<file path="src/rtl/vme_requester_pkg.sv">
// ============================================================================
// Module      : vme_req_pkg
// Description : Shared types and constants for the VME bus requester.
// Revision    : 1.0 - initial release
// ============================================================================
`timescale 1ns/1ps
`default_nettype none

package vme_req_pkg;

  typedef enum logic [1:0] {
    ST_IDLE    = 2'd0,
    ST_REQ     = 2'd1,
    ST_OWN     = 2'd2,
    ST_RELEASE = 2'd3
  } state_e;

  localparam int SYNC_STAGES = 2;
  localparam int HOLD_W      = 3;
`ifdef VME_REQUESTER_TIMEOUT_EN
  localparam int TO_W        = 8;
`endif

endpackage

`default_nettype wire

</file>
<file path="src/rtl/vme_requester_if.sv">
// ============================================================================
// Module      : vme_requester_if
// Description : Local-master handshake plus VME arbitration lines of one slot.
// Revision    : 1.0 - initial release
// ============================================================================
`timescale 1ns/1ps
`default_nettype none

interface vme_requester_if;
  logic req;
  logic done;
  logic grant;
  logic rel_req;
  logic req_err;
  logic vme_bgin_n;
  logic vme_bclr_n;
  logic vme_bbsy_in_n;
  logic vme_br_n;
  logic vme_bgout_n;
  logic vme_bbsy_n;

  // Requester side
  modport slave (
    input  req, done, vme_bgin_n, vme_bclr_n, vme_bbsy_in_n,
    output grant, rel_req, req_err, vme_br_n, vme_bgout_n, vme_bbsy_n
  );

  // Local master / bus environment side
  modport master (
    output req, done, vme_bgin_n, vme_bclr_n, vme_bbsy_in_n,
    input  grant, rel_req, req_err, vme_br_n, vme_bgout_n, vme_bbsy_n
  );
endinterface

`default_nettype wire

</file>
<file path="src/rtl/vme_sync2.sv">
// ============================================================================
// Module      : vme_sync2
// Description : Two-flop synchronizer for an asynchronous active-low line,
//               resets to the inactive (1) level.
// Revision    : 1.0 - initial release
// ============================================================================
`timescale 1ns/1ps
`default_nettype none

module vme_sync2
  import vme_req_pkg::*;
(
  input  logic clk,
  input  logic reset,
  input  logic i_d,
  output logic o_q
);

  logic [SYNC_STAGES-1:0] r_sync;

  always_ff @(posedge clk or posedge reset) begin
    if (reset) r_sync <= '1;
    else       r_sync <= {r_sync[SYNC_STAGES-2:0], i_d};
  end

  assign o_q = r_sync[SYNC_STAGES-1];

endmodule

`default_nettype wire

</file>
<file path="src/rtl/vme_requester.sv">
// ============================================================================
// Module      : vme_requester
// Description : Per-slot VME bus requester (BR/BBSY/BG daisy chain).
//               Optional grant timeout: VME_REQUESTER_TIMEOUT_EN.
// Revision    : 1.0 - initial release
// ============================================================================
`timescale 1ns/1ps
`default_nettype none

module vme_requester
  import vme_req_pkg::*;
#(
  parameter int BBSY_MIN_CYC = 4
`ifdef VME_REQUESTER_TIMEOUT_EN
  , parameter int GRANT_TO_CYC = 255
`endif
) (
  input logic            clk,
  input logic            reset,
  vme_requester_if.slave bus
);

  logic w_bgin_s;
  logic w_bclr_s;
  logic w_bbsy_s;
  logic w_req_ok;

  state_e            r_state;
  logic              r_br_n;
  logic              r_bgout_n;
  logic              r_bbsy_n;
  logic              r_grant;
  logic              r_rel_req;
  logic              r_done_pend;
  logic [HOLD_W-1:0] r_hold;

  vme_sync2 u_sync_bgin (.clk(clk), .reset(reset), .i_d(bus.vme_bgin_n),    .o_q(w_bgin_s));
  vme_sync2 u_sync_bclr (.clk(clk), .reset(reset), .i_d(bus.vme_bclr_n),    .o_q(w_bclr_s));
  vme_sync2 u_sync_bbsy (.clk(clk), .reset(reset), .i_d(bus.vme_bbsy_in_n), .o_q(w_bbsy_s));

`ifdef VME_REQUESTER_TIMEOUT_EN
  logic            r_req_err;
  logic            r_req_block;
  logic [TO_W-1:0] r_to_cnt;

  // After a timeout, req must be dropped before another request is made
  assign w_req_ok    = ~r_req_block;
  assign bus.req_err = r_req_err;
`else
  assign w_req_ok    = 1'b1;
  assign bus.req_err = 1'b0;
`endif

  always_ff @(posedge clk or posedge reset) begin
    if (reset) begin
      r_state     <= ST_IDLE;
      r_br_n      <= 1'b1;
      r_bgout_n   <= 1'b1;
      r_bbsy_n    <= 1'b1;
      r_grant     <= 1'b0;
      r_rel_req   <= 1'b0;
      r_done_pend <= 1'b0;
      r_hold      <= '0;
`ifdef VME_REQUESTER_TIMEOUT_EN
      r_req_err   <= 1'b0;
      r_req_block <= 1'b0;
      r_to_cnt    <= '0;
`endif
    end else begin
`ifdef VME_REQUESTER_TIMEOUT_EN
      r_req_err <= 1'b0;
      if (!bus.req) r_req_block <= 1'b0;
`endif
      case (r_state)
        ST_IDLE: begin
          r_bgout_n <= w_bgin_s;
          // r_bgout_n low means a grant is still being forwarded: never steal it
          if (bus.req && w_req_ok && w_bgin_s && r_bgout_n) begin
            r_br_n  <= 1'b0;
            r_state <= ST_REQ;
`ifdef VME_REQUESTER_TIMEOUT_EN
            r_to_cnt <= '0;
`endif
          end
        end

        ST_REQ: begin
          r_bgout_n <= 1'b1;
          if (!bus.req) begin
            r_br_n  <= 1'b1;
            r_state <= ST_IDLE;
          end else if (!w_bgin_s && w_bbsy_s) begin
            r_bbsy_n    <= 1'b0;
            r_br_n      <= 1'b1;
            r_hold      <= HOLD_W'(BBSY_MIN_CYC);
            r_done_pend <= 1'b0;
            r_state     <= ST_OWN;
          end
`ifdef VME_REQUESTER_TIMEOUT_EN
          else if (r_to_cnt == TO_W'(GRANT_TO_CYC - 1)) begin
            r_br_n      <= 1'b1;
            r_req_err   <= 1'b1;
            r_req_block <= 1'b1;
            r_state     <= ST_IDLE;
          end else begin
            r_to_cnt <= r_to_cnt + 1'b1;
          end
`endif
        end

        ST_OWN: begin
          r_bgout_n <= 1'b1;
          if (r_hold != '0) r_hold <= r_hold - 1'b1;
          // Release on the edge where the hold count reaches (or already is) zero
          if ((bus.done || r_done_pend) && (r_hold <= HOLD_W'(1))) begin
            r_bbsy_n    <= 1'b1;
            r_grant     <= 1'b0;
            r_rel_req   <= 1'b0;
            r_done_pend <= 1'b0;
            r_state     <= ST_RELEASE;
          end else begin
            r_grant     <= 1'b1;
            r_done_pend <= r_done_pend | bus.done;
            r_rel_req   <= ~w_bclr_s & ~bus.done & ~r_done_pend;
          end
        end

        ST_RELEASE: begin
          r_bgout_n <= 1'b1;
          if (w_bgin_s) r_state <= ST_IDLE;
        end

        default: r_state <= ST_IDLE;
      endcase
    end
  end

  assign bus.vme_br_n    = r_br_n;
  assign bus.vme_bgout_n = r_bgout_n;
  assign bus.vme_bbsy_n  = r_bbsy_n;
  assign bus.grant       = r_grant;
  assign bus.rel_req     = r_rel_req;

endmodule

`default_nettype wire

</file>
<file path="src/flat_wrapper.sv">
// flat-port wrapper written by rule: the top's interface ports become plain ports
module vme_requester_flat import vme_req_pkg::*;
#(
  parameter int BBSY_MIN_CYC = 4

)
  (clk, reset, bus_req, bus_done, bus_vme_bgin_n, bus_vme_bclr_n, bus_vme_bbsy_in_n, bus_grant, bus_rel_req, bus_req_err, bus_vme_br_n, bus_vme_bgout_n, bus_vme_bbsy_n);
  vme_requester_if bus_i ();
  input logic clk;
  input logic reset;
  input wire logic [$bits(bus_i.req)-1:0] bus_req;
  input wire logic [$bits(bus_i.done)-1:0] bus_done;
  input wire logic [$bits(bus_i.vme_bgin_n)-1:0] bus_vme_bgin_n;
  input wire logic [$bits(bus_i.vme_bclr_n)-1:0] bus_vme_bclr_n;
  input wire logic [$bits(bus_i.vme_bbsy_in_n)-1:0] bus_vme_bbsy_in_n;
  output wire logic [$bits(bus_i.grant)-1:0] bus_grant;
  output wire logic [$bits(bus_i.rel_req)-1:0] bus_rel_req;
  output wire logic [$bits(bus_i.req_err)-1:0] bus_req_err;
  output wire logic [$bits(bus_i.vme_br_n)-1:0] bus_vme_br_n;
  output wire logic [$bits(bus_i.vme_bgout_n)-1:0] bus_vme_bgout_n;
  output wire logic [$bits(bus_i.vme_bbsy_n)-1:0] bus_vme_bbsy_n;
  assign bus_i.req = bus_req;
  assign bus_i.done = bus_done;
  assign bus_i.vme_bgin_n = bus_vme_bgin_n;
  assign bus_i.vme_bclr_n = bus_vme_bclr_n;
  assign bus_i.vme_bbsy_in_n = bus_vme_bbsy_in_n;
  assign bus_grant = bus_i.grant;
  assign bus_rel_req = bus_i.rel_req;
  assign bus_req_err = bus_i.req_err;
  assign bus_vme_br_n = bus_i.vme_br_n;
  assign bus_vme_bgout_n = bus_i.vme_bgout_n;
  assign bus_vme_bbsy_n = bus_i.vme_bbsy_n;
  vme_requester #(.BBSY_MIN_CYC(BBSY_MIN_CYC)) u_core (.clk(clk), .reset(reset), .bus(bus_i));
endmodule
</file>
<file path="config.mk">
export PLATFORM = sky130hd
export DESIGN_NAME = vme_requester_flat
export DESIGN_NICKNAME = d
export VERILOG_FILES = /design/src/rtl/vme_requester_pkg.sv /design/src/rtl/vme_requester_if.sv /design/src/rtl/vme_sync2.sv /design/src/rtl/vme_requester.sv /design/src/flat_wrapper.sv
export SDC_FILE = /design/constraint.sdc
export NUM_CORES = 1
export LEC_CHECK = 0
export ABC_AREA = 1
export ABC_CLOCK_PERIOD_IN_PS = 1650
export BUFFER_PORTS_ARGS = -buffer_cell sky130_fd_sc_hd__buf_4
export CAP_MARGIN = 20
export CORE_UTILIZATION = 52
export DETAILED_ROUTE_END_ITERATION = 6
export MAX_ROUTING_LAYER = met4
export PLACE_DENSITY = 0.75
export REMOVE_ABC_BUFFERS = 1
export SLEW_MARGIN = 20
export SYNTH_ARGS = -nofsm -noshare
export SYNTH_HDL_FRONTEND = slang
export SYNTH_SLANG_ARGS = --single-unit
</file>
<file path="constraint.sdc">
create_clock -name clk -period 1.65 [get_ports clk]
set_input_delay 0.33 -clock clk [delete_from_list [all_inputs] [get_ports clk]]
set_output_delay 0.33 -clock clk [all_outputs]
set_load 0.05 [all_outputs]
</file>
==> out/metrics.cfg, run 1 <==
[outcome]
status=finished clean

[layout]
multi_input_area_um2=292
syn_to_final_growth_pct=15.3
layout.nets=108
diodes=0
drive_gt1_frac=0.351
fill_cells=116
regArea_um2=437

[floorplanning]
die_y_um=40.8
start_util=0.580
die_area_um2=1670
die_w_um=40.8
core_um2=1350
ios=13
rows=13

[yosys]
synth_cell_type_count=23
synth_edf_count=0
synthFlopType=dfstp_2
ys_seq_area_frac=0.558
synth_largest_area_cell=dfstp_2
async_reset_ff_frac=1.00
synth_area_leaders=dfstp_2, dfrtp_1, nand2_1
avgSynthCellArea_um2=9.44
yosys.area.top_type_share=0.302
syn_inst=83
synth_common_cells=nand2_1, dfstp_2, inv_1
synth_most_common_cell=nand2_1
synth-seq-cells=17
synth_area_um2=783
ys.warnings.count=0

[worst_setup_path]
cp.arrival_ns=1.01
path_cells=buf_4
cp_max_fo=2
cp_slowest_cell=dfstp_2
end_kind=output port
startpoint_type=flip-flop
path_class=flip-flop to output port
critPathMaxStageDelay_ns=0.54
required_ns=1.32
cp_top_family=flip-flops
worst-path-buf-inv=1
ff2ff_setup_slack_ns=0.37

[placed_design]
place.gp.congestion=0.746
dp_hpwl_um=989
pre_cts_ws_ns=0.380
io_buffers=11

[global_route]
grt.total_usage=0.185
antenna_found_initial=0
grt_first_pass_wirelength_um=1910
grt_overflow=0
grt_pass1_vias=468
grt_max_degree=18

[run]
maxCapViolCount=0

[timing]
skew_ns=0.00246
slew_headroom=0.593
min_period_over_period=0.812
hold_viol=0
timing.final.crit_period_ns=1.34
tightest_slew_ns=0.610
setup_tns_ns=0
drv_slew=0
fmax_mhz=746
setup_slack_ns=0.310
rsz0062_at_grt=false
finalSetupViolCount=0

[drt]
dr.first_iter.drc_count=19
remaining_drc_errors=0
wire_per_inst_um=11.2
ant_nets=0
wirelength_um=1260
num_vias=566
drtPass1Iterations=4
via_per_inst=5.05

[hold_path]
hp-class=primary input to async pin

[cts]
path_clk_slew_ns=0.09
ctsRootBufferMaster=clkbuf_4
post_cts.repair.setup_buffers=0
numCtsBuffers=3
htreeDepth=1
cts_hold_buf=0
clock_sinks=17
cts_buffer_depth=2
clock_latency_ns=0.27
cts_resized=0
cts_tree=yes

[power]
p_leak_nw=0.457
p_per_area_nw_per_um2=1780
max-vdd-ir-drop_mv=1.07

## layout make-up
| type | instances | area share |
|---|---|---|
| timing repair buffer | 11 | 0.0914 |
| sequential | 17 | 0.483 |
| tap | 15 | 0.0208 |
| clock buffer | 4 | 0.0291 |
| inverter | 12 | 0.0526 |
| multi-input combinational | 53 | 0.323 |
## sequential cells by signal, summed over array words and instances, names as in the netlist, named ones only
| name | count |
|---|---|
| u_core.bus.grant | 1 |
| u_core.bus.rel_req | 1 |
| u_core.bus.vme_bbsy_n | 1 |
| u_core.bus.vme_bgout_n | 1 |
| u_core.bus.vme_br_n | 1 |
| u_core.r_done_pend | 1 |
| u_core.r_hold | 3 |
| u_core.r_state | 1 |
| u_core.u_sync_bbsy.r_sync | 2 |
| u_core.u_sync_bclr.r_sync | 2 |
| u_core.u_sync_bgin.r_sync | 2 |
## routing by layer
metal | wire length [um] | up-vias | track usage
met3 | 63 | 2 | 0.0489
met2 | 590 | 19 | 0.285
li1 | - | 288 | -
met1 | 592 | 257 | 0.229
met4 | 12 | 0 | 0.0750
met5 | 0 | - | -
## cells by family after synthesis
family / synth area share
buffers and inverters: 0.0703
adders and majority gates: 0.0479
DFF: 0.558
and+or+nand+nor: 0.259
AOI/OAI and AO/OA: 0.0607
other: 0.00479
## placed cells by master, fill, tap and decap left out, types with 3 or more instances in the layout
cell       n
buf_4     11
clkbuf_4   3
dfrtp_1    8
dfstp_2    9
ha_1       3
inv_1      9
nand2_1   20
nand3_1    8
nor2_1     3
nor2_2     3
o21ai_1    3
## where the power goes
group	switching, W	leakage [nW]	internal [W]
Clock	0.000116	0.0150	0.0000936
Sequential	0.0000945	0.194	0.000566
Combinational	0.000488	0.248	0.000254
## worst paths after layout
| path | start | end | cells after the start |
|---|---|---|---|
| max reg2reg | u_core.r_hold[1] | flip-flop | 8 |
| max in group asynchronous | reset | async pin | 2 |
| min in group clk | bus_vme_bgin_n | u_core.u_sync_bgin.r_sync[0] | 1 |
| min | reset | u_core.bus.grant | 2 |
| max | u_core.bus.vme_bbsy_n | bus_vme_bbsy_n | 1 |
| min reg2reg | u_core.u_sync_bbsy.r_sync[0] | u_core.u_sync_bbsy.r_sync[1] | 0 |
## metrics by stage
stage	total power [W]	area [um2]	utilization	hold slack, ns	std cells
after floorplan	0.00124	776	-	0.250	82
after detailed placement	0.00142	877	0.650	0.347	108
after global routing	0.00173	903	0.669	0.128	112
after CTS	0.00163	903	0.669	0.133	112
final	0.00161	903	0.669	0.121	112
after global placement	0.00139	877	0.650	0.346	108
Note: power is estimated with default switching activity, not from simulation.
==> inputs of run 2 (changes only) <==
--- a/config.mk
+++ b/config.mk
@@ -6,13 +6,13 @@
 export NUM_CORES = 1
 export LEC_CHECK = 0
 export ABC_AREA = 1
-export ABC_CLOCK_PERIOD_IN_PS = 1650
+export ABC_CLOCK_PERIOD_IN_PS = 1150
 export BUFFER_PORTS_ARGS = -buffer_cell sky130_fd_sc_hd__buf_4
 export CAP_MARGIN = 20
-export CORE_UTILIZATION = 52
+export CORE_UTILIZATION = 47
 export DETAILED_ROUTE_END_ITERATION = 6
 export MAX_ROUTING_LAYER = met4
-export PLACE_DENSITY = 0.75
+export PLACE_DENSITY = 0.71
 export REMOVE_ABC_BUFFERS = 1
 export SLEW_MARGIN = 20
 export SYNTH_ARGS = -nofsm -noshare
==> constraint.sdc (replaced) <==
create_clock -name clk -period 1.15 [get_ports clk]
set_input_delay 0.23 -clock clk [delete_from_list [all_inputs] [get_ports clk]]
set_output_delay 0.23 -clock clk [all_outputs]
set_load 0.05 [all_outputs]
==> run 2 against run 1 <==
  * The run now ends with setup timing left
  * Critical path type is now flip-flop to flip-flop
  * Register-to-register slack lost 0.49 ns
  * Largest power group unchanged
  * Flip-flop and latch count unchanged
  * Clock power is 57% higher
  * Core utilization grew 15 points
  * Wire length up 58%
==> out/metrics.cfg, run 2 (synthesized netlist as in run 1, its figures left out) <==
[cts]
ctsRootBufferMaster=clkbuf_4
cts_tree=yes
htreeDepth=1
clock_sinks=17
numCtsBuffers=3
path_clk_slew_ns=0.10
cts_buffer_depth=2
clock_latency_ns=0.30

[layout]
fill_cells=84
drive_gt1_frac=0.658
diodes=0
top_register=u_core.r_hold
fin_area_um2=1250
syn_to_final_growth_pct=59.1
layout.nets=125
largest_reg_flops=3
finalNonFillerCells=130
final_cell_mix=buf_4, nand2_1, dfstp_2
final_common_cell=buf_4

[placed_design]
dp_hpwl_um=1000
io_buffers=11
numPlacedInstances=115
place.gp.congestion=0.754
placed_cell_area_um2=923

[timing]
hold_viol=0
setup_slack_ns=-0.124
fmax_mhz=785
finalSetupViolCount=10
rsz0062_at_grt=true
fin_hold_ws_ns=0.0295
timing.final.crit_period_ns=1.27
min_period_over_period=1.11
drv_slew=0
skew_ns=0.00187

[floorplanning]
start_util=0.514
die_w_um=42.8
rows=14
die_y_um=42.8
die_area_um2=1830
core_um2=1520
ios=13

[worst_setup_path]
startpoint=u_core.r_hold[1]
startpoint_type=flip-flop
reg2reg_from=u_core.r_hold[1]
cp.arrival_ns=1.47
path_class=flip-flop to flip-flop
cp_max_fo=4
end_kind=flip-flop
required_ns=1.35

[global_route]
grt_overflow=0
antenna_found_initial=0
grt_pass1_vias=687
grt.total_usage=0.236
grt_max_degree=18
grt_first_pass_wirelength_um=3040

[drt]
ant_nets=0
drtPass1Iterations=4
remaining_drc_errors=0
wire_per_inst_um=15.3
wirelength_um=1990
dr.first_iter.drc_count=4
via_per_inst=5.27
num_vias=685

[hold_path]
hp-class=primary input to flip-flop
hp-start=bus_vme_bbsy_in_n

[power]
p_sw_w=0.00145
p_comb_frac=0.595
power.total_w=0.00330
seq_power_share=0.306
cellInternalPower_w=0.00185
p_leak_nw=0.568
power_frac_clock=0.100
p_sw_frac=0.441
p_per_area_nw_per_um2=2650
max-vdd-ir-drop_mv=1.45

[run]
maxCapViolCount=0

[outcome]
violations=setup timing
status=complete, but fails checks

-- run 2: changes by cell type in the layout (fill, tap and decap cells not counted), moves of 4 or more --
cell	delta
nand3_1	-7
buf_4	+9
buf_6	+4
nand3_2	+5
inv_1	-4
-- run 2: layer usage --
layer  up-vias  wire length [um]  GRT usage
met1       339               862      0.297
met4         0                36      0.119
met3         5                67     0.0511
met2        20              1020      0.358
met5         -                 0          -
li1        321                 -          -
-- run 2: timing repair --
action / CTS / global route
endpoints found under the setup margin: 10 / 13
buffers inserted: 7 / 3
hold endpoints to repair: 8 / 0
resized for setup: 34 / 17
pin swaps: 6 / 6
hold buffers: 1 / 0
-- run 2: power by group through the flow --
stage	Sequential [W]	Combinational (W)	Clock (W)
after floorplan	0.00118	0.000590	0
after global placement	0.000947	0.00113	0
after detailed placement	0.000957	0.00116	0
after CTS	0.000983	0.00164	0.000332
after global routing	0.00103	0.00211	0.000353
final	0.00101	0.00196	0.000329
-- run 2: layout make-up --
class / count / area, um2 / area share
Inverter: 12 / 55.1 / 0.0442
Clock buffer: 4 / 26.3 / 0.0211
Sequential cell: 17 / 440 / 0.353
Multi-Input combinational cell: 53 / 454 / 0.364
Timing Repair Buffer: 28 / 250 / 0.201
Tap cell: 16 / 20.0 / 0.0161
-- run 2: worst max-delay path, cell delays in order (launching register included) --
cell	delay, ns
dfrtp_1	0.41
inv_2	0.12
ha_4	0.14
o21bai_4	0.11
nand3_2	0.11
nand2_4	0.11
nand3_2	0.06
nand2_1	0.07
nand2_1	0.05
-- run 2: final timing paths --
| check | end | slack (ns) | depth (start not counted) |
|---|---|---|---|
| max | flip-flop | -0.12 | 8 |
| min | u_core.u_sync_bbsy.r_sync[0] | 0.03 | 1 |
| max reg2reg | flip-flop | -0.12 | 8 |
| min reg2reg | u_core.u_sync_bclr.r_sync[1] | 0.36 | 0 |
| max in group asynchronous | u_core.u_sync_bclr.r_sync[1] | 0.41 | 4 |
| min in group asynchronous | u_core.r_done_pend | 0.49 | 4 |
-- run 2: stage by stage --
step | utilization | setup WS [ns] | setup TNS (ns)
finish | 0.818 | -0.124 | -0.767
CTS | 0.750 | -0.0855 | -0.477
floorplan | - | -0.129 | -0.186
detailed placement | 0.606 | -0.0919 | -0.389
global route | 0.818 | -0.179 | -1.33
global placement | 0.606 | -0.0293 | -0.140
==> inputs of run 3 (changes only) <==
--- a/config.mk
+++ b/config.mk
@@ -5,13 +5,11 @@
 export SDC_FILE = /design/constraint.sdc
 export NUM_CORES = 1
 export LEC_CHECK = 0
-export ABC_AREA = 1
 export ABC_CLOCK_PERIOD_IN_PS = 1150
 export BUFFER_PORTS_ARGS = -buffer_cell sky130_fd_sc_hd__buf_4
 export CAP_MARGIN = 20
 export CORE_UTILIZATION = 47
 export DETAILED_ROUTE_END_ITERATION = 6
-export MAX_ROUTING_LAYER = met4
 export PLACE_DENSITY = 0.71
 export REMOVE_ABC_BUFFERS = 1
 export SLEW_MARGIN = 20
==> run 3 against run 2 <==
  * The run still ends with setup timing left
  * Sequential share of layout area grew 1.8 points
  * Worst setup slack worse by 0.039 ns
  * Via count decreased by 6.7%
  * Fmax down 3.0%
  * Combinational power shrank 12%
  * Global-route usage shrank 2.0 points
  * Worst hold slack gained 0.0015 ns
  * Critical path depth is 3 lower
  * Die area increased by 1.4%
==> out/metrics.cfg, run 3 <==
[outcome]
status=complete, but fails checks
violations=setup timing

[yosys]
yosys.area.top_type_share=0.298
synthFlopType=dfstp_2
syn_inst=68
synth_edf_count=0
ys_seq_area_frac=0.550
avgSynthCellArea_um2=11.7
async_reset_ff_frac=1.00
synth_area_um2=795
synth_most_common_cell=dfstp_2
ys.warnings.count=0
synth_cell_type_count=31
synth_common_cells=dfstp_2, dfrtp_1, nand2_1
synth-seq-cells=17
synth_largest_area_cell=dfstp_2
synth_area_leaders=dfstp_2, dfrtp_1, ha_1

[timing]
hold_viol=0
fin_hold_ws_ns=0.0310
timing.final.crit_period_ns=1.31
rsz0062_at_grt=true
min_period_over_period=1.14
drv_slew=0
fmax_mhz=761
setup_slack_ns=-0.163
skew_ns=0.00381
finalSetupViolCount=11

[layout]
fill_cells=99
diodes=0
final_cell_mix=buf_4, dfstp_2, nand2_1
utilization=0.766
regArea_um2=439
drive_gt1_frac=0.627
syn_to_final_growth_pct=48.7
top_register=u_core.r_hold
largest_reg_flops=3
layout.nets=113
multi_input_area_um2=393
final_common_cell=buf_4

[drt]
num_vias=639
dr.first_iter.drc_count=12
via_per_inst=5.42
remaining_drc_errors=0
ant_nets=0
wire_per_inst_um=14.7
wirelength_um=1740
drtPass1Iterations=4

[placed_design]
place.gp.congestion=0.782
dp_hpwl_um=1110
io_buffers=11

[worst_setup_path]
reg2reg_to=u_core.r_hold[0]
reg2reg_depth=5
path_cells=inv_2, ha_4, nor2b_4, or3_1, o311ai_1
cp.arrival_ns=1.51
ff2ff_setup_slack_ns=-0.16
worstSetupPathDepth=5
worst-path-buf-inv=1
reg2reg_from=u_core.r_hold[0]
cp_slowest_cell=dfrtp_1
critPathMaxStageDelay_ns=0.43
cp_max_fo=3
cp_top_family=simple AND/OR/NAND/NOR gates
path_class=flip-flop to flip-flop
required_ns=1.34
end_kind=flip-flop
startpoint_type=flip-flop

[floorplanning]
ios=13
die_area_um2=1860
core_um2=1540
die_w_um=43.1
start_util=0.515
rows=14
die_y_um=43.1

[power]
p_leak_nw=0.532
max-vdd-ir-drop_mv=1.99
p_per_area_nw_per_um2=2630

[global_route]
antenna_found_initial=0
grt_max_degree=18
grt_overflow=0
grt_pass1_vias=613
grt_first_pass_wirelength_um=2860
grt.total_usage=0.215

[cts]
ctsRootBufferMaster=clkbuf_4
clock_latency_ns=0.29
cts_buffer_depth=2
numCtsBuffers=3
cts_tree=yes
clock_sinks=17
path_clk_slew_ns=0.10
htreeDepth=1

[hold_path]
holdPathStages=1
hold_end=u_core.u_sync_bbsy.r_sync[0]
hp-class=primary input to flip-flop
hp-start=bus_vme_bbsy_in_n

[run]
maxCapViolCount=0

==> run 3: power by group <==
part | total, W | internal, W | switching [W]
logic | 0.00173 | 0.000946 | 0.000787
clock network | 0.000328 | 0.000132 | 0.000195
registers | 0.00105 | 0.000823 | 0.000223
total | 0.00311 | 0.00190 | 0.00121
==> run 3: how the worst max path moves through the flow <==
stage | from | slack [ns] | end
2_1_floorplan | u_core.r_hold[0] | -0.10 | u_core.r_hold[0]
3_3_place_gp | u_core.r_hold[0] | -0.18 | u_core.r_hold[1]
3_5_place_dp | u_core.r_hold[0] | -0.22 | u_core.r_hold[1]
4_1_cts | u_core.r_hold[0] | -0.17 | u_core.r_hold[1]
5_1_grt | u_core.r_hold[0] | -0.22 | u_core.r_hold[0]
6_report | u_core.r_hold[0] | -0.16 | u_core.r_hold[0]
==> run 3: routing by layer <==
metal	GRT usage	vias to the layer above	part of all wire
met4	0.0485	0	0.0098
met3	0.0809	2	0.030
li1	-	305	-
met1	0.293	320	0.46
met2	0.328	12	0.50
met5	0	-	0
==> run 3: through the flow <==
stage               setup slack (ns)  setup TNS (ns)  instances  instance area (um2)  power, W
floorplan                     -0.105          -0.281         66                  779   0.00176
global placement              -0.183          -0.641        102                  950   0.00213
detailed placement            -0.225          -0.945        102                  950   0.00217
CTS                           -0.166           -1.12        116                 1120   0.00293
global route                  -0.218           -1.67        118                 1180   0.00327
finish                        -0.163           -1.08        118                 1180   0.00311
==> run 3: layout make-up <==
type                    count  area share
clock inverters             1     0.00636
flip-flops and latches     17       0.372
inverters                   4      0.0127
repair buffers             32       0.240
clock buffers               3      0.0191
well taps                  16      0.0169
multi-input cells          45       0.333
==> run 3: kinds of logic (layout without fill, tap and decap cells) <==
family                   after synthesis  in the layout  synth area share
other                                  1              1           0.00472
AND/OR/NAND/NOR                       27             27             0.225
buffers and inverters                  6             40            0.0378
adder cells (fa/ha/maj)                3              3            0.0472
flip-flops                            17             17             0.550
AO/OA/AOI/OAI                         14             14             0.135
==> run 3: repair_timing <==
action                                 in CTS  in global routing
buffers inserted                            9                  2
hold buffers                                1                  0
pin swaps                                   7                  5
endpoints found under the hold margin       8                  0
gates resized for setup                    17                 11
setup endpoints to repair                  11                 13
